==> config.mk <==
export PLATFORM = sky130hd
export DESIGN_NAME = ex_div_flat
export DESIGN_NICKNAME = d
export VERILOG_FILES = /design/src/rtl/ex_div_pkg.sv /design/src/rtl/ex_div_if.sv /design/src/rtl/ex_div.sv /design/src/flat_wrapper.sv
export SDC_FILE = /design/constraint.sdc
export NUM_CORES = 1
export LEC_CHECK = 0
export BUFFER_PORTS_ARGS = -buffer_cell sky130_fd_sc_hd__buf_2
export CORE_UTILIZATION = 40
export DETAILED_ROUTE_END_ITERATION = 6
export PLACE_DENSITY_LB_ADDON = 0.1
export SETUP_SLACK_MARGIN = 0.1
export SYNTH_ARGS = -nofsm -noshare
export SYNTH_HDL_FRONTEND = slang
export SYNTH_SLANG_ARGS = --single-unit
export TNS_END_PERCENT = 5
==> constraint.sdc <==
create_clock -name clk -period 6.81 [get_ports clk]
set_clock_uncertainty 0.2 [all_clocks]
set_input_delay 0.3405 -clock clk [delete_from_list [all_inputs] [get_ports clk]]
set_output_delay 0.3405 -clock clk [all_outputs]
set_load 0.005 [all_outputs]
==> src/rtl/ex_div_pkg.sv <==
// rtl/ex_div_pkg.sv - shared widths, funct3 codes and FSM encodings for ex_div
//
// Purpose: constants shared by the divider, its interface and the execute stage.
//   RegBus / RegAddrBus      : data and register-address widths
//   INST_DIV .. INST_REMU    : funct3 codes of the RV32M divide group
//   DIV_IDLE .. DIV_END      : 2-bit divider FSM state encodings
package ex_div_pkg;

  localparam int RegBus     = 32;
  localparam int RegAddrBus = 5;

  localparam logic [2:0] INST_DIV  = 3'b100;
  localparam logic [2:0] INST_DIVU = 3'b101;
  localparam logic [2:0] INST_REM  = 3'b110;
  localparam logic [2:0] INST_REMU = 3'b111;

  localparam logic [1:0] DIV_IDLE  = 2'b00;
  localparam logic [1:0] DIV_START = 2'b01;
  localparam logic [1:0] DIV_CALC  = 2'b10;
  localparam logic [1:0] DIV_END   = 2'b11;

endpackage

==> src/rtl/ex_div_if.sv <==
// rtl/ex_div_if.sv - request/response bundle between execute and the divider
//
// Purpose: groups the divider handshake and operand signals.
//   dividend_i, divisor_i, op_i, reg_waddr_i, start_i, flush_i : execute -> divider
//   result_o, reg_waddr_o, ready_o, busy_o                     : divider -> execute
// Modports: master (execute side), slave (divider side).
interface ex_div_if;
  import ex_div_pkg::*;

  logic [RegBus-1:0]     dividend_i;
  logic [RegBus-1:0]     divisor_i;
  logic [2:0]            op_i;
  logic [RegAddrBus-1:0] reg_waddr_i;
  logic                  start_i;
  logic                  flush_i;
  logic [RegBus-1:0]     result_o;
  logic [RegAddrBus-1:0] reg_waddr_o;
  logic                  ready_o;
  logic                  busy_o;

  modport master (
    output dividend_i, divisor_i, op_i, reg_waddr_i, start_i, flush_i,
    input  result_o, reg_waddr_o, ready_o, busy_o
  );

  modport slave (
    input  dividend_i, divisor_i, op_i, reg_waddr_i, start_i, flush_i,
    output result_o, reg_waddr_o, ready_o, busy_o
  );

endinterface

==> src/rtl/ex_div.sv <==
// rtl/ex_div.sv - multi-cycle RV32M DIV/DIVU/REM/REMU restoring divider
//
// Purpose: radix-2 restoring divider, one quotient bit per cycle, 4-state FSM
//   (IDLE, START, CALC, END). Returns result and rd with a one-cycle ready_o.
// Ports:
//   clk  : core clock, rising edge
//   rst  : asynchronous active-low reset
//   bus  : ex_div_if.slave (operands, op, rd, start/flush in; result, rd, ready, busy out)
// Option: DIV_FAST_PATH_EN - divide-by-zero and signed overflow skip CALC and
//   go straight from START to END (2-cycle latency instead of 34).
module ex_div
  import ex_div_pkg::*;
(
  input  logic     clk,
  input  logic     rst,
  ex_div_if.slave  bus
);

  logic [1:0]            state_q, state_d;
  logic [2:0]            op_q, op_d;
  logic [RegAddrBus-1:0] waddr_q, waddr_d;
  logic [RegBus-1:0]     dividend_q, dividend_d;  // raw rs1, kept for special results
  logic [RegBus-1:0]     divisor_q, divisor_d;    // raw rs2
  logic [RegBus-1:0]     dsr_q, dsr_d;            // |divisor| used by the iteration
  logic [RegBus-1:0]     quo_q, quo_d;
  logic [RegBus-1:0]     rem_q, rem_d;
  logic [4:0]            cnt_q, cnt_d;
  logic                  quo_neg_q, quo_neg_d;
  logic                  rem_neg_q, rem_neg_d;

  logic              is_signed, is_rem, div_zero, overflow, take_sub, ready;
  logic [RegBus-1:0] dvd_abs, dsr_abs, quo_fix, rem_fix, result;
  logic [RegBus:0]   rem_sh, diff;

  always_comb begin
    is_signed = ~op_q[0];
    is_rem    = op_q[1];
    div_zero  = (divisor_q == '0);
    overflow  = is_signed && (dividend_q == 32'h8000_0000) && (divisor_q == 32'hFFFF_FFFF);
    dvd_abs   = (is_signed && dividend_q[31]) ? (32'd0 - dividend_q) : dividend_q;
    dsr_abs   = (is_signed && divisor_q[31])  ? (32'd0 - divisor_q)  : divisor_q;

    // Shift {rem, quo} left by one; rem_sh needs 33 bits since rem < divisor may exceed 2^31.
    rem_sh   = {rem_q, quo_q[31]};
    take_sub = (rem_sh >= {1'b0, dsr_q});
    diff     = rem_sh - {1'b0, dsr_q};

    quo_fix = quo_neg_q ? (32'd0 - quo_q) : quo_q;
    rem_fix = rem_neg_q ? (32'd0 - rem_q) : rem_q;
    // Special cases override whatever the iteration produced, in either build.
    if (div_zero) begin
      quo_fix = 32'hFFFF_FFFF;
      rem_fix = dividend_q;
    end else if (overflow) begin
      quo_fix = 32'h8000_0000;
      rem_fix = '0;
    end
    result = is_rem ? rem_fix : quo_fix;

    // A flush in the END cycle suppresses the completion.
    ready           = (state_q == DIV_END) && !bus.flush_i;
    bus.ready_o     = ready;
    bus.result_o    = ready ? result : '0;
    bus.reg_waddr_o = ready ? waddr_q : '0;
    bus.busy_o      = (state_q != DIV_IDLE);
  end

  always_comb begin
    state_d    = state_q;
    op_d       = op_q;
    waddr_d    = waddr_q;
    dividend_d = dividend_q;
    divisor_d  = divisor_q;
    dsr_d      = dsr_q;
    quo_d      = quo_q;
    rem_d      = rem_q;
    cnt_d      = cnt_q;
    quo_neg_d  = quo_neg_q;
    rem_neg_d  = rem_neg_q;

    case (state_q)
      DIV_IDLE: begin
        if (bus.start_i && !bus.flush_i) begin
          op_d       = bus.op_i;
          waddr_d    = bus.reg_waddr_i;
          dividend_d = bus.dividend_i;
          divisor_d  = bus.divisor_i;
          state_d    = DIV_START;
        end
      end
      DIV_START: begin
        quo_d     = dvd_abs;
        dsr_d     = dsr_abs;
        rem_d     = '0;
        cnt_d     = '0;
        quo_neg_d = is_signed && (dividend_q[31] ^ divisor_q[31]);
        rem_neg_d = is_signed && dividend_q[31];
        state_d   = DIV_CALC;
`ifdef DIV_FAST_PATH_EN
        if (div_zero || overflow) begin
          state_d = DIV_END;
        end
`endif
      end
      DIV_CALC: begin
        rem_d = take_sub ? diff[RegBus-1:0] : rem_sh[RegBus-1:0];
        quo_d = {quo_q[RegBus-2:0], take_sub};
        cnt_d = cnt_q + 5'd1;
        if (cnt_q == 5'd31) begin
          state_d = DIV_END;
        end
      end
      DIV_END: begin
        state_d = DIV_IDLE;
      end
      default: begin
        state_d = DIV_IDLE;
      end
    endcase

    if (bus.flush_i && (state_q != DIV_IDLE)) begin
      state_d = DIV_IDLE;
    end
  end

  always_ff @(posedge clk or negedge rst) begin
    if (!rst) begin
      state_q    <= DIV_IDLE;
      op_q       <= '0;
      waddr_q    <= '0;
      dividend_q <= '0;
      divisor_q  <= '0;
      dsr_q      <= '0;
      quo_q      <= '0;
      rem_q      <= '0;
      cnt_q      <= '0;
      quo_neg_q  <= 1'b0;
      rem_neg_q  <= 1'b0;
    end else begin
      state_q    <= state_d;
      op_q       <= op_d;
      waddr_q    <= waddr_d;
      dividend_q <= dividend_d;
      divisor_q  <= divisor_d;
      dsr_q      <= dsr_d;
      quo_q      <= quo_d;
      rem_q      <= rem_d;
      cnt_q      <= cnt_d;
      quo_neg_q  <= quo_neg_d;
      rem_neg_q  <= rem_neg_d;
    end
  end

endmodule
==> src/flat_wrapper.sv <==
// flat-port wrapper written by rule: the top's interface ports become plain ports
module ex_div_flat import ex_div_pkg::*;
  (clk, rst, bus_dividend_i, bus_divisor_i, bus_op_i, bus_reg_waddr_i, bus_start_i, bus_flush_i, bus_result_o, bus_reg_waddr_o, bus_ready_o, bus_busy_o);
  ex_div_if bus_i ();
  input  logic clk;
  input  logic rst;
  input wire logic [$bits(bus_i.dividend_i)-1:0] bus_dividend_i;
  input wire logic [$bits(bus_i.divisor_i)-1:0] bus_divisor_i;
  input wire logic [$bits(bus_i.op_i)-1:0] bus_op_i;
  input wire logic [$bits(bus_i.reg_waddr_i)-1:0] bus_reg_waddr_i;
  input wire logic [$bits(bus_i.start_i)-1:0] bus_start_i;
  input wire logic [$bits(bus_i.flush_i)-1:0] bus_flush_i;
  output wire logic [$bits(bus_i.result_o)-1:0] bus_result_o;
  output wire logic [$bits(bus_i.reg_waddr_o)-1:0] bus_reg_waddr_o;
  output wire logic [$bits(bus_i.ready_o)-1:0] bus_ready_o;
  output wire logic [$bits(bus_i.busy_o)-1:0] bus_busy_o;
  assign bus_i.dividend_i = bus_dividend_i;
  assign bus_i.divisor_i = bus_divisor_i;
  assign bus_i.op_i = bus_op_i;
  assign bus_i.reg_waddr_i = bus_reg_waddr_i;
  assign bus_i.start_i = bus_start_i;
  assign bus_i.flush_i = bus_flush_i;
  assign bus_result_o = bus_i.result_o;
  assign bus_reg_waddr_o = bus_i.reg_waddr_o;
  assign bus_ready_o = bus_i.ready_o;
  assign bus_busy_o = bus_i.busy_o;
  ex_div u_core (.clk(clk), .rst(rst), .bus(bus_i));
endmodule
==> metrics.md <==
| Metric | Value |
|---|---|
| Sequential area share after synthesis | `34.6%` |
| Max-slew violation count | `0` |
| Register area | `about 4400 µm²` |
| Net Count, Synth | `between 1500 and 2000` |
| Tcrit/Tclk final | `a little under 70%` |
| Initial antenna violation count | `0` |
| Pre-antenna DRT Iters | `5` |
| Fmax | `~0.21 GHz` |
| Ports | `115` |
| Cell Area, Synth | `around 13000 µm²` |
| Die area | `approximately 32000 µm²` |
| Syn Inst Count | `1441` |
| Share of cells above drive strength 1 | `between 15 and 20%` |
| Clk_lat worst skew | `roughly 0.45 ns` |
| Max cap viols | `0` |
| Worst-case clock buffer depth | `2` |
| Area of the multi-input gates | `about 7700 µm²` |
| R2R Path Start | `u_core.rem_q[5]` |
| Nets | `about 1700` |
| Crit path kind | `reg2out` |
| Worst-path cell chain | `inv_1 > ha_1 > or3b_2 > nand3b_1 > or2_4 > nor2b_4 > and4_1 > or2_1 > nor3_1 > a311oi_1 > buf_2` |
| Remaining Overflow, GRT | `0` |
| Synth Warn # | `0` |
| CTS tree | `yes` |
| Pwr/cell area | `about 430 nW/µm²` |
| Yosys cell types | `70` |
| Crit. Startpoint | `u_core.divisor_q[0]` |
| Commonest register cell after synthesis | `dfrtp_1` |
| # DRC | `0` |
| Fraction of registers with async set/reset | `100%` |
| Tmin final | `roughly 4.7 ns` |
| Hold_sp | `bus_start_i` |
| Core area | `about 31000 µm²` |
| Static Leak | `6.38 nW` |
| Worst Hold Class | `in2reg` |
| Vias in the first global route | `roughly 11000` |
| Setup violations, final | `0` |
| Initial DRC count | `about 900` |
| Post-detailed-route count of antenna-violating nets | `0` |
| # H-tree levels | `4` |
| Root Buffer | `clkbuf_16` |
| GP Congestion | `just under 0.9` |
| WL/cell | `around 19 µm` |
| Initial Util | `41.1%` |
| Final wirelength | `~37 mm` |
| Slew headroom | `between 20% and 30%` |
| Die W | `around 180 µm` |
| Status | `finished clean` |
| Maximum VDD drop | `roughly 0.24 mV` |
| Hold-critical path depth | `3` |
| Post-DP HPWL | `26.7 mm` |
| Largest net degree at the start of global routing | `73` |
| Unrepaired setup endpoints after global routing | `false` |
| Critical path launch point type | `flop` |
| Worst slew pin tran | `1.09 ns` |
| Clock Sink Count | `around 180` |
| Rows | `64` |
| Fin Setup TNS | `0 ns` |
| Die Span Y | `180 µm` |
| Resized cells post-CTS | `0` |
| Crit Path Max Fanout | `14` |
| Reg2Reg Depth | `9` |
| Via density | `approximately 5.6` |
| Num CTS Buffers | `17` |
| Crit-path max cell delay | `slightly below 0.6 ns` |
| Final hold violation count | `0` |
| Avg Inst Size Synth | `8.82 µm²` |
| Worst-path clk slew | `0.07 ns` |
| Critical path arrival | `4.20 ns` |
| Hold_ws | `0.0856 ns` |
| Area Overhead vs Synth | `16.6%` |
| Post-synth EDFFs | `0` |
| GRT Total Usage | `between 20% and 30%` |
| Critical path endpoint category | `primary output` |
| Post-synthesis register bit count | `between 150 and 200` |
| Slowest stage cell, crit path | `and4_1` |
| I/O Buffers | `~110` |
| Worst path required time | `between 6 and 7 ns` |
| Filler instances | `just over 3000` |
| First-pass GRT wire length | `between 50 and 60 mm` |
| Routed vias | `between 10000 and 15000` |
[where the power goes]
group	total (mW)	leakage (nW)	internal (mW)	switching [mW]
Combinational	3.27	3.95	1.48	1.79
Sequential	2.15	2.15	1.50	0.653
Clock	0.966	0.278	0.526	0.440
[layout make-up]
cell class,instances,share of cell area [%]
flip-flops and latches,176,29.7
diodes,1,0.0169
clock inverters,11,0.709
repair buffers,200,9.50
well taps,396,3.34
inverters,62,1.57
multi-input cells,1116,52.0
clock buffers,21,3.11
[path summary, 6_finish.rpt]
kind	end	slack [ns]
setup / recovery	bus_result_o[31]	2.07
hold / removal	u_core.state_q[1]	0.09
setup reg to reg	u_core.rem_q[16]	2.77
hold reg to reg	u_core.waddr_q[0]	0.31
max in group asynchronous	u_core.quo_q[11]	4.90
min in group asynchronous	u_core.rem_q[9]	0.18
[metal layers]
| metal | track usage, % | part of all wire (%) | up-vias |
|---|---|---|---|
| met1 | 33.1 | 49 | 5329 |
| met2 | 36.4 | 44 | 275 |
| li1 | - | - | 5487 |
| met4 | 8.68 | 2.6 | 0 |
| met3 | 2.77 | 3.6 | 41 |
| met5 | 0 | 0 | - |
[repair_timing]
action	4_1_cts	5_1_grt
hold buffers	73	0
endpoints found under the hold margin	114	0
setup buffers	0	0
[synth_stat cells, drive strengths merged, types with 27 or more instances]
cell type / instances / share of area, %
a21oi: 109 / 4.3
nand2: 128 / 3.8
ha: 43 / 4.2
nor2: 96 / 2.8
clkbuf: 64 / 1.9
nor3: 30 / 1.3
inv: 61 / 1.8
xnor2: 87 / 6.0
dfrtp: 176 / 35
xor2: 55 / 3.8
o21ai: 118 / 4.6
mux2: 101 / 8.9
o31ai: 27 / 1.6
[registers in the layout, summed over array words and instances (netlist names), 5 cells and up]
| register | flops |
|---|---|
| u_core.dividend_q | 32 |
| u_core.dsr_q | 32 |
| u_core.quo_q | 32 |
| u_core.rem_q | 32 |
| u_core.waddr_q | 5 |
| u_core.divisor_q | 32 |
| u_core.cnt_q | 5 |
[critical path, delay by kind of cell, from the launching register on]
family	cells	cell delay, ns
buffers and inverters	2	0.29
AND/OR/NAND/NOR	7	2.48
adder cells (fa/ha/maj)	1	0.16
AO/OA/AOI/OAI	1	0.37
flip-flops	1	0.43
[metrics by stage]
| step | util (%) | cell area, µm² | cells | total power [mW] | setup WS (ns) |
|---|---|---|---|---|---|
| after detailed placement | 43.8 | 13500 | 1877 | 5.37 | 2.58 |
| after global placement | 43.8 | 13500 | 1877 | 5.31 | 2.58 |
| after global routing | 47.9 | 14800 | 1982 | 6.91 | 1.87 |
| after floorplan | - | 12700 | 1441 | 4.54 | 3.70 |
| after CTS | 47.9 | 14800 | 1982 | 6.40 | 2.07 |
| final | 48.0 | 14800 | 1983 | 6.38 | 2.07 |
[kinds of logic (layout without fill, tap and decap cells)]
| family | Yosys count | count (layout) | share of synthesized area (%) |
|---|---|---|---|
| adders and majority gates | 44 | 44 | 4.39 |
| other | 0 | 1 | 0 |
| buffers and inverters | 149 | 294 | 4.80 |
| muxes | 127 | 127 | 11.0 |
| AOI/OAI and AO/OA | 399 | 399 | 20.0 |
| xor gates and xnor gates | 142 | 142 | 9.78 |
| DFF | 176 | 176 | 34.6 |
| and+or+nand+nor | 404 | 404 | 15.3 |
[placed cells by master (no fill, tap or decap), types with 12 or more instances in the layout]
master	synthesis	routed
a21o_1	15	15
a21oi_1	109	109
a221oi_1	19	19
a31oi_1	13	13
buf_2	10	112
buf_4	2	14
clkbuf_16	0	17
dfrtp_1	176	176
dlygate4sd3_1	0	73
ha_1	43	40
inv_1	60	60
mux2_2	101	101
mux2i_1	26	26
nand2_1	128	127
nand2b_1	12	12
nand3_1	26	26
nand4_1	21	21
nor2_1	96	96
nor3_1	28	28
nor4_1	18	18
o21ai_0	115	115
o2bb2ai_1	19	19
o31ai_1	27	27
o41ai_1	12	12
or3_1	13	13
xnor2_1	87	87
xor2_1	55	55
(Power assumes the default switching activity.)
